**src/rtl/riscv_exec_ctrl_pkg.sv**
```systemverilog
// Shared constants for the RV32I execute controller: ALU control codes,
// opcode/funct3 values, FSM state encoding and the accept-time decoder.
// Optional feature macro: RISCV_ITER_SHIFT_EN (selects the iterative SRA).
package riscv_exec_ctrl_pkg;

    localparam logic [3:0] aluop_nop = 4'd0;
    localparam logic [3:0] aluop_add = 4'd1;
    localparam logic [3:0] aluop_or  = 4'd2;
    localparam logic [3:0] aluop_sra = 4'd3;

    localparam logic [6:0] opc_op     = 7'b0110011;
    localparam logic [6:0] opc_op_imm = 7'b0010011;
    localparam logic [6:0] opc_load   = 7'b0000011;
    localparam logic [6:0] opc_store  = 7'b0100011;
    localparam logic [6:0] opc_jal    = 7'b1101111;

    localparam logic [2:0] f3_add = 3'b000;
    localparam logic [2:0] f3_mem = 3'b010;
    localparam logic [2:0] f3_or  = 3'b110;
    localparam logic [2:0] f3_sra = 3'b101;

    localparam logic [1:0] st_idle  = 2'd0;
    localparam logic [1:0] st_shift = 2'd1;
    localparam logic [1:0] st_done  = 2'd2;

    // funct7 deliberately plays no part: SUB/SRL share codes with ADD/SRA here.
    function automatic logic [3:0] decode_aluop(input logic [6:0] opcode,
                                                input logic [2:0] funct3);
        logic [3:0] op;
        op = aluop_nop;
        if (opcode == opc_jal)
            op = aluop_add;
        else if (opcode == opc_op && funct3 == f3_add)
            op = aluop_add;
        else if (opcode == opc_load && funct3 == f3_mem)
            op = aluop_add;
        else if (opcode == opc_store && funct3 == f3_mem)
            op = aluop_add;
        else if (opcode == opc_op_imm && funct3 == f3_or)
            op = aluop_or;
        else if (opcode == opc_op && funct3 == f3_sra)
            op = aluop_sra;
        return op;
    endfunction

endpackage

```
**src/rtl/riscv_exec_ctrl_alu_core.sv**
```systemverilog
// Single-cycle combinational ALU used for every operation that completes
// in one cycle (and for SRA when the iterative shifter is not built).
module riscv_alu_core
    import riscv_exec_ctrl_pkg::*;
#(
    parameter int XLEN = 32
) (
    input  logic [3:0]      aluctl,
    input  logic [XLEN-1:0] op_a,
    input  logic [XLEN-1:0] op_b,
    output logic [XLEN-1:0] result
);

    // Select the operation; unknown codes produce zero.
    always_comb begin
        result = '0;
        case (aluctl)
            aluop_add: result = op_a + op_b;
            aluop_or:  result = op_a | op_b;
            aluop_sra: result = $signed(op_a) >>> op_b[4:0];
            default:   result = '0;
        endcase
    end

endmodule

```
**src/rtl/riscv_exec_ctrl.sv**
```systemverilog
// Execute-stage controller: accepts one decoded request at a time, produces
// a registered result and holds it under valid/ready backpressure.
// RISCV_ITER_SHIFT_EN defined: SRA shifts one bit per cycle in SHIFT state.
// RISCV_ITER_SHIFT_EN undefined: SRA is single-cycle through the ALU core.
//
// state | meaning
// IDLE  | ready for a request
// SHIFT | iterative arithmetic right shift in progress
// DONE  | result valid, waiting for consumer
module riscv_exec_ctrl
    import riscv_exec_ctrl_pkg::*;
#(
    parameter int XLEN = 32
) (
    input  logic            clk_i,
    input  logic            rstn_i,
    input  logic            valid_i,
    output logic            ready_o,
    input  logic [6:0]      opcode_i,
    input  logic [2:0]      funct3_i,
    input  logic [6:0]      funct7_i,
    input  logic [XLEN-1:0] op_a_i,
    input  logic [XLEN-1:0] op_b_i,
    output logic            valid_o,
    input  logic            ready_i,
    output logic [XLEN-1:0] result_o,
    output logic [3:0]      aluctl_o,
    output logic            busy_o
);

    logic [1:0]      state;
    logic [XLEN-1:0] result_q;
    logic [3:0]      aluctl_q;
    logic [6:0]      funct7_q;
    logic [3:0]      dec_op;
    logic [XLEN-1:0] alu_result;
    logic            accept;

`ifdef RISCV_ITER_SHIFT_EN
    logic [4:0]      cnt_q;
`endif

    // funct7 is kept for observability only; it never steers decode.
    logic funct7_unused;
    assign funct7_unused = ^funct7_q;

    assign dec_op  = decode_aluop(opcode_i, funct3_i);
    assign accept  = valid_i && (state == st_idle);

    assign ready_o  = (state == st_idle);
    assign valid_o  = (state == st_done);
    assign busy_o   = (state != st_idle);
    assign result_o = result_q;
    assign aluctl_o = aluctl_q;

    riscv_alu_core #(.XLEN(XLEN)) u_alu (
        .aluctl (dec_op),
        .op_a   (op_a_i),
        .op_b   (op_b_i),
        .result (alu_result)
    );

    // Sequence each request: capture on accept, optionally shift, hold until handshake.
    always_ff @(posedge clk_i or negedge rstn_i) begin
        if (!rstn_i) begin
            state    <= st_idle;
            result_q <= '0;
            aluctl_q <= aluop_nop;
            funct7_q <= '0;
`ifdef RISCV_ITER_SHIFT_EN
            cnt_q    <= '0;
`endif
        end else begin
            case (state)
                st_idle: begin
                    if (accept) begin
                        aluctl_q <= dec_op;
                        funct7_q <= funct7_i;
`ifdef RISCV_ITER_SHIFT_EN
                        if (dec_op == aluop_sra && op_b_i[4:0] != 5'd0) begin
                            result_q <= op_a_i;
                            cnt_q    <= op_b_i[4:0];
                            state    <= st_shift;
                        end else begin
                            result_q <= alu_result;
                            state    <= st_done;
                        end
`else
                        result_q <= alu_result;
                        state    <= st_done;
`endif
                    end
                end
`ifdef RISCV_ITER_SHIFT_EN
                st_shift: begin
                    result_q <= {result_q[XLEN-1], result_q[XLEN-1:1]};
                    cnt_q    <= cnt_q - 5'd1;
                    if (cnt_q == 5'd1)
                        state <= st_done;
                end
`endif
                st_done: begin
                    if (ready_i)
                        state <= st_idle;
                end
                default: state <= st_idle;
            endcase
        end
    end

endmodule

```
**config.mk**
```make
export PLATFORM = sky130hd
export DESIGN_NAME = riscv_exec_ctrl
export DESIGN_NICKNAME = d
export VERILOG_FILES = /design/src/rtl/riscv_exec_ctrl_pkg.sv /design/src/rtl/riscv_exec_ctrl_alu_core.sv /design/src/rtl/riscv_exec_ctrl.sv
export SDC_FILE = /design/constraint.sdc
export NUM_CORES = 1
export LEC_CHECK = 0
export BUFFER_PORTS_ARGS = -buffer_cell sky130_fd_sc_hd__buf_2
export CAP_MARGIN = 0
export CORE_MARGIN = 2
export CORE_UTILIZATION = 40
export DETAILED_ROUTE_END_ITERATION = 7
export GPL_TIMING_DRIVEN = 0
export MAX_ROUTING_LAYER = met4
export PLACE_DENSITY = 0.6
export SLEW_MARGIN = 10
export SYNTH_ARGS = -nofsm -noshare
export SYNTH_HDL_FRONTEND = slang
export SYNTH_HIERARCHICAL = 1
export SYNTH_SLANG_ARGS = --single-unit
```
**constraint.sdc**
```tcl
create_clock -name clk_i -period 1.85 [get_ports clk_i]
set_clock_uncertainty 0.15 [all_clocks]
set_input_delay 0.37 -clock clk_i [delete_from_list [all_inputs] [get_ports clk_i]]
set_output_delay 0.37 -clock clk_i [all_outputs]
set_load 0.02 [all_outputs]
```
# --- After elaboration in Yosys (flattened, before gate mapping) ---
# Cells that the tools add are included.
# W data, S select, Z words.
op_classes:
  n_mux: 10
  add_sub_neg: 1
  bitwise: 1
  n_reduce_logical: 11
  shifts: 1
  eq_ne: 14
op_table:
  columns: ["cell", "count"]
  rows:
  - ["$pmux W32 S3", 1]
  - ["$add A32 B32 Y32", 1]
  - ["$or A32 B32 Y32", 1]
  - ["$sshr A32 B5 Y32", 1]
  - ["$eq A7 B6 Y1 const B", 2]
  - ["$mux W2", 7]
  - ["$eq A4 B2 Y1 const B", 2]
  - ["$eq A7 B2 Y1 const B", 1]
  - ["$eq A7 B5 Y1 const B", 1]
  - ["$eq A7 B7 Y1 const B", 1]
  - ["$eq A3 B3 Y1 const B", 2]
  - ["$logic_and A1 B1 Y1", 6]
  - ["$eq A4 B1 Y1 const B", 1]
  - ["$mux W4", 1]
  - ["$ne A2 B1 Y1 const B", 2]
  - ["$pmux W2 S2", 1]
  - ["$reduce_and A2 Y1", 2]
  - ["$eq A3 B2 Y1 const B", 1]
  - ["$logic_not A3 Y1", 1]
  - ["$eq A2 B2 Y1 const B", 1]
  - ["$logic_not A2 Y1", 1]
  - ["$reduce_bool A2 Y1", 1]
totals:
  output_inout_bits: 39
  in_bits: 85
  word_cells: 41
  ff_bits: 38

# --- Logic depth before layout (Yosys ltp) ---
# Gate-level depths: netlist of the first run.
logic_depth:
  depth_word: 10
  mapped_depth: 13
  depth_no_buf: 11

# --- Hierarchy ---
# Netlist of the first run, hierarchy kept.
modules_own_cells:
  columns: ["mod", "instances", "seq_area_each_um2", "cells_per_inst", "area_each_um2"]
  rows:
  - ["riscv_alu_core", 1, 0.0, 668, 4485.6]
  - ["riscv_exec_ctrl", 1, 875.8, 97, 1432.6]

# --- Worst setup path before layout of the first run ---
# OpenSTA, ideal clock, no wires.
synth_path:
  kind: "input to register"
  from: "input op_b_i[3]"
  to: "register result_q[30] (netlist: result_o[30])"
  required_ns: 1.575
  setup_time_ns: 0.125
  t_arrival_ns: 3.261
  path_slack_ns: -1.686
  path_stages: 13
  path_buffers: 3
  cell_sequence: "clkbuf_1 -> inv_1 -> clkbuf_1 -> buf_2 -> ha_1 -> and3_1 -> a221oi_2 -> o41a_4 -> a21oi_2 -> o2111a_1 -> or3_1 -> a31o_1 -> mux2_2"
synth_between:
  elab_chain_cells: 2
  word_cells_on_any_way: 3
  cone_classes: "add/sub (1); shift (1); mux (1)"
synth_rtl:
  columns: ["element", "line", "text"]
  rows:
  - ["start, declared", "riscv_exec_ctrl.sv:23", "input logic [XLEN-1:0] op_b_i,"]
  - ["$add A32 B32 Y32 or $sshr A32 B5 Y32 (tied branches)", "riscv_exec_ctrl_alu_core.sv:18, riscv_exec_ctrl_alu_core.sv:20", null]
  - ["$pmux W32 S3 *", "riscv_exec_ctrl_alu_core.sv:17", "case (aluctl)"]
  - ["net alu_result[30]", "riscv_exec_ctrl.sv:36", "logic [XLEN-1:0] alu_result;"]
  - ["end signal, assigned", "riscv_exec_ctrl.sv:89", "result_q <= alu_result;"]
  - ["end, declared", "riscv_exec_ctrl.sv:32", "logic [XLEN-1:0] result_q;"]
# Mark *: on every way through the listed nets, which the timed path passes. The rest lies on a longest branch.
# A chain may end at the register's enable or synchronous reset.

# --- Worst setup path after layout of the first run ---
layout_path:
  from: "input op_b_i[3]"
  to: "register result_q[28] (netlist: result_o[28])"
# Same word-level chain as after synthesis.

==> results of run 1 <==
==> where the power goes <==
| group | switching [mW] | internal [mW] | total [mW] |
|---|---|---|---|
| Sequential | 0.00693 | 0.777 | 0.784 |
| Clock | 0.295 | 0.627 | 0.922 |
| Combinational | 1.18 | 0.833 | 2.01 |
==> critical path, delay by kind of cell <==
kind	cells	cell delay, ns
multiplexers	2	0.41
AND/OR/NAND/NOR	1	0.20
adder cells (fa/ha/maj)	1	0.25
AO/OA/AOI/OAI	5	1.35
buffers and inverters	5	0.49
==> layer usage <==
metal,wire length (um),global-route usage [%],part of all wire (%)
met1,10000,40.3,40
met2,11100,48.4,45
met3,2080,5.90,8.4
met4,1560,17.3,6.3
met5,0,-,0
==> logic make-up (layout without fill, tap and decap cells) <==
kind of cell / Yosys count / count (layout) / synth area share [%]
fa+ha+maj: 64 / 64 / 13.7
mux: 87 / 87 / 18.9
buf+inv: 121 / 297 / 8.37
simple gates: 195 / 195 / 14.8
flops: 35 / 35 / 14.8
other cells: 1 / 6 / 0.0634
compound gates: 240 / 240 / 26.2
xor+xnor: 22 / 22 / 3.26
==> sequential cells by signal (all words and copies together) (netlist names) <==
signal	count
state	1
aluctl_o	2
result_o	32
==> area by class of cell <==
type                            instances  area share [%]
Multi-Input combinational cell        614            62.9
Timing Repair Buffer                  170            13.5
Sequential cell                        35            10.3
Buffer                                 45            5.13
Inverter                               75            3.63
Tap cell                              184            2.71
Clock buffer                            6            1.51
Clock inverter                          1           0.353
==> cell usage in the layout, fill, tap and decap left out, types with 27 or more instances in the layout <==
cell type	Yosys	routed
nand2_1	86	83
dfrtp_1	35	35
a21oi_1	67	57
mux2i_1	33	27
ha_1	63	56
buf_4	6	42
inv_1	73	71
nor2_1	47	40
buf_2	9	113
o21ai_0	69	42
==> worst min path at each step <==
stage	cells after the start	startpoint	endpoint	slack (ns)
after floorplan	0	rstn_i	aluctl_o[0]	-0.08
after global placement	1	rstn_i	state[1]	0.34
after detailed placement	1	rstn_i	state[1]	0.34
after CTS	1	rstn_i	state[1]	0.05
after global routing	1	rstn_i	state[1]	0.09
final	1	rstn_i	state[1]	0.03
==> stage by stage <==
| stage | cell area (sq um) | setup WS [ns] |
|---|---|---|
| global placement | 7010 | -1.86 |
| CTS | 8210 | -1.19 |
| detailed placement | 7010 | -1.85 |
| finish | 8510 | -1.23 |
| floorplan | 6210 | -1.24 |
| global route | 8510 | -1.27 |
==> timing repair <==
item / 4_1_cts / 5_1_grt
endpoints found under the setup margin: 32 / 32
hold endpoints to repair: 0 / 0
pin swaps: 42 / 38
resized for setup: 156 / 57
gates cloned: 3 / 0
setup buffers: 42 / 17
==> key figures, run 1 <==
Clock tree
  • TritonCTS clock tree: built
  • CTS Root Cell: clkbuf_16
  • Clk pin slew, worst setup/hold paths: 0.05 ns
  • H-tree Lvls: 2
  • Clk sinks: 35
  • Hold buffer count at CTS: 0
  • Max clock buf depth: 2
  • Number of CTS-inserted buffers: 5
  • Worst skew pair latency: 0.28 ns

Cells and area
  • Area delta synth->final: 43.8%
  • Final Util: 58.8%
  • Multi-input logic area: 5350 sq um
  • N_diodes: 0
  • Layout cells sized above 1: 39.2%
  • Filler instances: 1350
  • Nets: 1095
  • Cell Count, Final, Fillers Out: 1130
  • FF+latch area: 876 sq um

Timing
  • Fmax: 324 MHz
  • Worst Max-Slew Pin Slew: 0.793 ns
  • Hold WS: 0.0270 ns
  • Fin Setup TNS: -29.84 ns
  • Final Hold Viols: 0
  • Final Critical Period: 3.08 ns
  • Final setup vio count: 32
  • Period utilization: 167%
  • RSZ-0062 raised after global routing: yes
  • Final Worst Setup Slack: -1.23 ns
  • Max-slew violation count: 0
  • Relative slew slack: 47.1%

Status
  • Status: complete, but fails checks
  • Violated checks: setup timing

Worst setup path
  • Critical R2R Capture: result_o[27]
  • CP Launch Type: input port
  • Worst path slowest cell: o41a_4
  • CP Launch Point: op_b_i[3]
  • RR Startpoint: state[1]
  • FF-to-FF path depth: 4
  • Slowest stage delay, CP: 0.49 ns
  • CP Max Fanout: 4
  • CP Cell Sequence: buf_8, clkbuf_16, inv_8, clkbuf_16, buf_12, ha_4, and3_4, a221oi_4, o41a_4, a311oi_4, a31oi_2, mux2i_1, a211o_1, mux2_4
  • Crit. End Element: flip-flop
  • Critical Path AT: 3.09 ns
  • CP Class: in -> reg
  • R2r setup slk: 0.09 ns
  • Cell mode on critical path: clkbuf_16
  • CP endpoint: result_o[28]
  • Worst Path Required: 1.86 ns

Drt
  • Detailed-route wire length per cell: 21.9 um
  • Initial DRC Count: 669
  • Vias/cell: 6.01
  • DR DRC count: 0
  • Antenna-violating nets left: 0
  • DRT Wirelength: 24.8 mm
  • Pre-Repair DR Iteration Count: 6
  • Total number of vias: 6791

Yosys
  • Ys Warns: 6
  • Largest area contributor in the netlist: dfrtp_1
  • Post-synthesis cell type count: 69
  • EDFF count, synth: 0
  • Leading cell types by count after synthesis: 86 x nand2_1, 73 x inv_1, 69 x o21ai_0, 67 x a21oi_1, 63 x ha_1
  • Register area share after synthesis: 14.8%
  • Synthesized area: 5920 sq um
  • Synth top area share: 14.8%
  • Gate Count Post-Synth: 765
  • Avg Inst Size Synth: 7.74 sq um
  • Post-synth ARST share: 100%
  • Synth top area cells: dfrtp_1 15%, ha_1 13%, mux2_2 7.0%
  • Yosys reg bits: 35
  • Count leader, synth: nand2_1
  • Ys flop type: dfrtp_1

GRT
  • Largest net degree at the start of global routing: 36
  • GRT Residual Overflow: 0
  • Initial antenna violation count: 0
  • First-pass GRT wire length: 37.8 mm
  • GRT Total Usage: 31.9%
  • Number of global-route vias before repair: 6581

Floorplan
  • Width of the die: 126 um
  • Die height: 126 um
  • Initial Util: 40.9%
  • Die ar.: 15800 sq um
  • Row count: 44
  • CORE AREA: 14500 sq um
  • IO Count: 124

Power
  • Total Power: 3.72 mW
  • Max VDD drop: 306 uV
  • Leak: 4.16 nW
  • PD cells: 437 nW/um^2

Placed design
  • IO Port Bufs: 114
  • RD Place Congestion: 1.02
  • Post-DP HPWL: 18.6 mm
  • Placed insts: 1068

Hold path
  • Hold Path Class: in -> async

Flow run
  • Max-cap violations: 0
Power figures use the tool's default switching activity.
==> inputs of run 2 (changes only) <==
ABC_AREA = 1   (was unset)
==> run 2 against run 1 <==
The flow still finishes with violations (setup timing). Final cell count up 46%. First-iteration DRC count up 15%. Worst setup slack better by 1.0 ns. Register-to-register slack better by 0.44 ns. Clock-buffer cell count down 1. Critical path depth up 1. Sequential share of layout area down 1.9 points. Synthesized area up 14%. Critical path type unchanged.
==> key figures, run 2 <==
Status
  • Status: complete, but fails checks
  • Violated checks: setup timing

Flow run
  • Max-cap violations: 0

Power
  • Clk network pwr share: 23.6%
  • Combinational power share: 57.3%
  • Total Power: 4.06 mW
  • Sw Ratio: 44.3%
  • Sw Pwr: 1.80 mW
  • Leak: 5.68 nW
  • Internal power: 2.26 mW
  • Max VDD drop: 579 uV
  • Sequential share of power: 19.1%
  • PD cells: 391 nW/um^2

Floorplan
  • Width of the die: 134 um
  • Initial Util: 40.7%
  • IO Count: 124
  • Row count: 47
  • CORE AREA: 16500 sq um
  • Die height: 134 um
  • Die ar.: 17900 sq um

Cells and area
  • Cell Count, Final, Fillers Out: 1646
  • Nets: 1574
  • N_diodes: 0
  • Commonest non-fill, non-tap cell in the layout: nand2_1
  • Final Util: 62.9%
  • Layout cells sized above 1: 38.2%
  • Max reg flops: 32
  • Area delta synth->final: 54.5%
  • Most frequent cells in the layout: 428 x nand2_1, 135 x nand3_1, 130 x inv_1, 110 x buf_2, 60 x nand2_2

GRT
  • Largest net degree at the start of global routing: 36
  • Initial antenna violation count: 0
  • GRT Residual Overflow: 0
  • Number of global-route vias before repair: 8382
  • GRT Total Usage: 34.9%
  • First-pass GRT wire length: 46.5 mm

Timing
  • Worst Max-Slew Pin Slew: 0.756 ns
  • RSZ-0062 raised after global routing: yes
  • Final setup vio count: 32
  • Final Worst Setup Slack: -0.214 ns
  • Max-slew violation count: 0
  • Final Critical Period: 2.06 ns
  • Relative slew slack: 49.6%
  • Hold WS: 0.00815 ns
  • Fmax: 485 MHz
  • Fin Setup TNS: -4.68 ns
  • Period utilization: 112%
  • Final Hold Viols: 0

Worst setup path
  • RR Startpoint: state[1]
  • CP Max Fanout: 8
  • Critical R2R Capture: result_o[1]
  • FF-to-FF path depth: 6
  • CP Class: in -> reg
  • Critical Path AT: 2.13 ns
  • CP Launch Type: input port
  • Crit. End Element: flip-flop
  • Worst Path Required: 1.92 ns
  • R2r setup slk: 0.53 ns

Yosys
  • EDFF count, synth: 0
  • Yosys reg bits: 35
  • Post-synth ARST share: 100%
  • Post-synthesis cell type count: 44
  • Leading cell types by count after synthesis: 515 x nand2_1, 183 x nand3_1, 161 x inv_1, 63 x ha_1, 59 x nor2_1
  • Register area share after synthesis: 13.0%
  • Synth top area cells: nand2_1 29%, nand3_1 14%, dfrtp_1 13%
  • Synthesized area: 6730 sq um
  • Gate Count Post-Synth: 1241
  • Largest area contributor in the netlist: nand2_1
  • Avg Inst Size Synth: 5.42 sq um
  • Count leader, synth: nand2_1
  • Ys flop type: dfrtp_1
  • Synth top area share: 28.7%
  • Ys Warns: 6

Placed design
  • Placed insts: 1578
  • RD Place Congestion: 1.04
  • Post-DP HPWL: 23.5 mm
  • IO Port Bufs: 114

Drt
  • Initial DRC Count: 767
  • Pre-Repair DR Iteration Count: 5
  • Total number of vias: 8947
  • DRT Wirelength: 30.9 mm
  • Antenna-violating nets left: 0
  • Vias/cell: 5.44
  • Detailed-route wire length per cell: 18.8 um
  • DR DRC count: 0

Clock tree
  • Clk sinks: 35
  • TritonCTS clock tree: built
  • CTS Root Cell: clkbuf_16
  • Clk pin slew, worst setup/hold paths: 0.05 ns
  • Number of CTS-inserted buffers: 5
  • Worst skew pair latency: 0.29 ns
  • H-tree Lvls: 2
  • Max clock buf depth: 2
  • Hold buffer count at CTS: 0

Hold path
  • Hold Path Class: in -> async
-- run 2: changes by cell type in the layout (fill, tap and decap cells not counted), sizes merged, moves of 20 or more --
cell | previous run | this run
a21oi | 68 | 43
inv | 74 | 170
buf | 187 | 207
mux2 | 38 | 0
nand2 | 86 | 522
o21ai | 69 | 41
nand3 | 15 | 187
mux2i | 33 | 0
-- run 2: worst max path at each step --
stage | depth (start not counted) | to | slack (ns) | start
4_1_cts | 19 | result_o[9] | -0.18 | opcode_i[2]
3_5_place_dp | 15 | result_o[26] | -1.04 | opcode_i[3]
5_1_grt | 19 | result_o[3] | -0.29 | opcode_i[3]
3_3_place_gp | 15 | result_o[26] | -1.02 | opcode_i[3]
6_report | 15 | result_o[7] | -0.21 | funct3_i[1]
2_1_floorplan | 14 | result_o[26] | -0.1 | op_a_i[0]
-- run 2: kinds of logic after synthesis --
logic type	after synthesis	synth area share, %
adders and majority gates	64	12.0
and+or+nand+nor	808	51.0
xor gates and xnor gates	1	0.130
DFF	35	13.0
AOI/OAI and AO/OA	114	10.2
buffers and inverters	218	13.6
other	1	0.0557
-- run 2: what timing repair did --
item | 4_1_cts | 5_1_grt
pin swaps | 99 | 70
gates resized for setup | 322 | 101
gates cloned | 5 | 0
buffers inserted | 38 | 19
setup endpoints to repair | 32 | 32
-- run 2: per-layer routing --
layer  track usage [%]  part of all wire (%)
met4              11.2                   3.2
met3              1.86                   6.9
met5                 -                     0
met2              56.8                    47
met1              46.5                    43
-- run 2: critical path, stage by stage --
cell and delay (ns):
buf_2 0.13, nor3_2 0.25, nand3_4 0.13, nand3_4 0.12, inv_4 0.05, nor3_4 0.17
buf_12 0.16, buf_12 0.11, inv_8 0.05, a21oi_4 0.12, o21ai_2 0.09, o21ai_4 0.08
o21bai_4 0.15, nand2_1 0.08, nand2_1 0.05
-- run 2: final cells by class --
class                      count  area, sq um
tap                          220          275
buffer                        46          419
sequential                    35          876
timing repair buffer         175         1370
multi-input combinational    991         6580
clock inverter                 3         43.8
fill                        1600         6130
clock buffer                   5          125
inverter                     171          707
-- run 2: stage by stage --
stage	worst slack (ns)	area, sq um
finish	-0.214	10400
global route	-0.290	10400
global placement	-1.02	7890
floorplan	-0.0988	7050
detailed placement	-1.04	7890
CTS	-0.182	9890
-- run 2: power groups by stage --
stage	Sequential [mW]	Clock [mW]	Combinational (mW)
floorplan	0.798	0	1.11
global placement	0.790	0	1.66
detailed placement	0.790	0	1.66
CTS	0.776	0.977	2.10
global route	0.777	1.00	2.50
finish	0.777	0.958	2.33
==> inputs of run 3 (changes only) <==
CORE_UTILIZATION = 45   (was 40)
PLACE_DENSITY = 0.66   (was 0.6)
==> run 3 against run 2 <==
The flow still finishes with violations (setup timing). First-iteration DRC count grew 10%. Critical endpoint is now result_o[16]. Via count is essentially flat. Routed wire length shrank 6.5%. Critical path type unchanged. Clock-buffer cell count grew 1. Non-clock buffer count shrank 17.
==> key figures, run 3 (synthesis results as in run 2) <==
Status
  • Status: complete, but fails checks
  • Violated checks: setup timing

Timing
  • Final Worst Setup Slack: -0.219 ns
  • Worst Max-Slew Pin Slew: 0.783 ns
  • Final Critical Period: 2.07 ns
  • Fmax: 483 MHz
  • RSZ-0062 raised after global routing: yes
  • Max-slew violation count: 0
  • Final setup vio count: 31
  • Relative slew slack: 47.8%
  • Period utilization: 112%
  • Final Hold Viols: 0

Power
  • Total Power: 3.97 mW
  • Max VDD drop: 428 uV
  • Leak: 5.63 nW
  • PD cells: 396 nW/um^2

Floorplan
  • Die ar.: 16000 sq um
  • CORE AREA: 14600 sq um
  • Row count: 44
  • Initial Util: 46.1%
  • Width of the die: 126 um
  • Die height: 126 um
  • IO Count: 124

Cells and area
  • Multi-input logic area: 6490 sq um
  • Max reg flops: 32
  • Filler instances: 1283
  • FF+latch area: 876 sq um
  • Layout cells sized above 1: 36.3%
  • Final Util: 68.6%
  • Commonest non-fill, non-tap cell in the layout: nand2_1
  • Area delta synth->final: 48.7%
  • Nets: 1557
  • N_diodes: 0
  • Most frequent cells in the layout: 428 x nand2_1, 138 x inv_1, 135 x nand3_1, 109 x buf_2, 60 x nand2_2

Placed design
  • RD Place Congestion: 1.07
  • IO Port Bufs: 114
  • Post-DP HPWL: 21.8 mm

GRT
  • Largest net degree at the start of global routing: 36
  • GRT Total Usage: 35.0%
  • First-pass GRT wire length: 42.8 mm
  • Number of global-route vias before repair: 8109
  • Initial antenna violation count: 0
  • GRT Residual Overflow: 0

Clock tree
  • CTS Root Cell: clkbuf_16
  • Max clock buf depth: 2
  • Number of CTS-inserted buffers: 5
  • Clk sinks: 35
  • H-tree Lvls: 2
  • Clk pin slew, worst setup/hold paths: 0.05 ns
  • TritonCTS clock tree: built
  • Hold buffer count at CTS: 0
  • Worst skew pair latency: 0.27 ns

Drt
  • Antenna-violating nets left: 0
  • Total number of vias: 8955
  • Initial DRC Count: 844
  • DRT Wirelength: 28.9 mm
  • Pre-Repair DR Iteration Count: 5
  • Vias/cell: 5.62
  • DR DRC count: 0
  • Detailed-route wire length per cell: 18.1 um

Flow run
  • Max-cap violations: 0

Worst setup path
  • CP Max Fanout: 6
  • Worst Path Required: 1.92 ns
  • Critical Path AT: 2.14 ns
  • CP Launch Type: input port
  • CP Class: in -> reg
  • Crit. End Element: flip-flop

Hold path
  • Hold Path Class: in -> async
run 3: cell count changes in the layout (fill, tap and decap cells not counted), sizes merged:
cell,previous run,this run
buf,207,192
clkinv,3,1
inv,170,171
clkbuf,19,18
run 3: per-stage QoR:
stage                     instance area (sq um)  setup slack [ns]  setup TNS, ns  cells  hold WS, ns
final                                     10000            -0.219          -4.88   1593       0.0245
after global placement                     7850             -1.01         -23.57   1542        0.308
after detailed placement                   7850            -0.997         -23.48   1542        0.310
after CTS                                  9350            -0.155          -3.49   1580       0.0468
after global routing                      10000            -0.287          -7.24   1593        0.101
after floorplan                            7050           -0.0988          -1.32   1244      -0.0756
run 3: layer usage:
metal  vias to the layer above  track usage [%]  part of all wire, %  routed length (um)
met5                         -                -                    0                   0
met4                         0             14.4                  4.8                1400
met3                       101             3.12                  8.7                2510
met2                       493             55.9                   45               13000
met1                      4100             45.9                   41               11900
li1                       4261                -                    -                   -
run 3: worst max-delay path, cell delays in order:
cell	delay [ns]
buf_8	0.10
inv_6	0.05
nand2_4	0.07
nor2_8	0.16
nand3_2	0.09
nand2_1	0.08
inv_2	0.04
nand3_4	0.10
inv_4	0.05
nor3_4	0.14
buf_12	0.16
buf_8	0.11
buf_12	0.14
buf_12	0.15
nand3_4	0.10
nand3_4	0.08
nand2_1	0.06
nand2_1	0.06
run 3: final cells by class:
class / instances / area share, %
clock inverter: 2 / 0.350
multi-input combinational: 991 / 64.8
clock buffer: 6 / 1.39
sequential: 35 / 8.75
buffer: 46 / 3.94
tap: 184 / 2.30
timing repair buffer: 158 / 11.6
inverter: 171 / 6.89
run 3: repair_timing:
item | in CTS | in global routing
pin swaps | 83 | 80
cloned | 2 | 1
setup buffers | 29 | 20
resized for setup | 245 | 148
setup endpoints to repair | 32 | 33
run 3: worst paths after layout:
| check | from | cells after the start | slack (ns) | end |
|---|---|---|---|---|
| max | opcode_i[3] | 18 | -0.22 | result_o[16] |
| min reg2reg | result_o[28] | 2 | 0.32 | result_o[28] |
| min | rstn_i | 1 | 0.02 | result_o[5] |
| min in group clk_i | ready_i | 2 | 0.13 | state[1] |
| max in group asynchronous | rstn_i | 1 | 1.03 | result_o[25] |
| max reg2reg | state[1] | 6 | 0.56 | result_o[27] |
run 3: report_power, final:
group          internal, mW  switching [mW]  total (mW)  leakage (nW)
clock network         0.669           0.297       0.966        0.0868
registers             0.773         0.00418       0.777         0.487
logic                 0.804            1.42        2.23          5.05
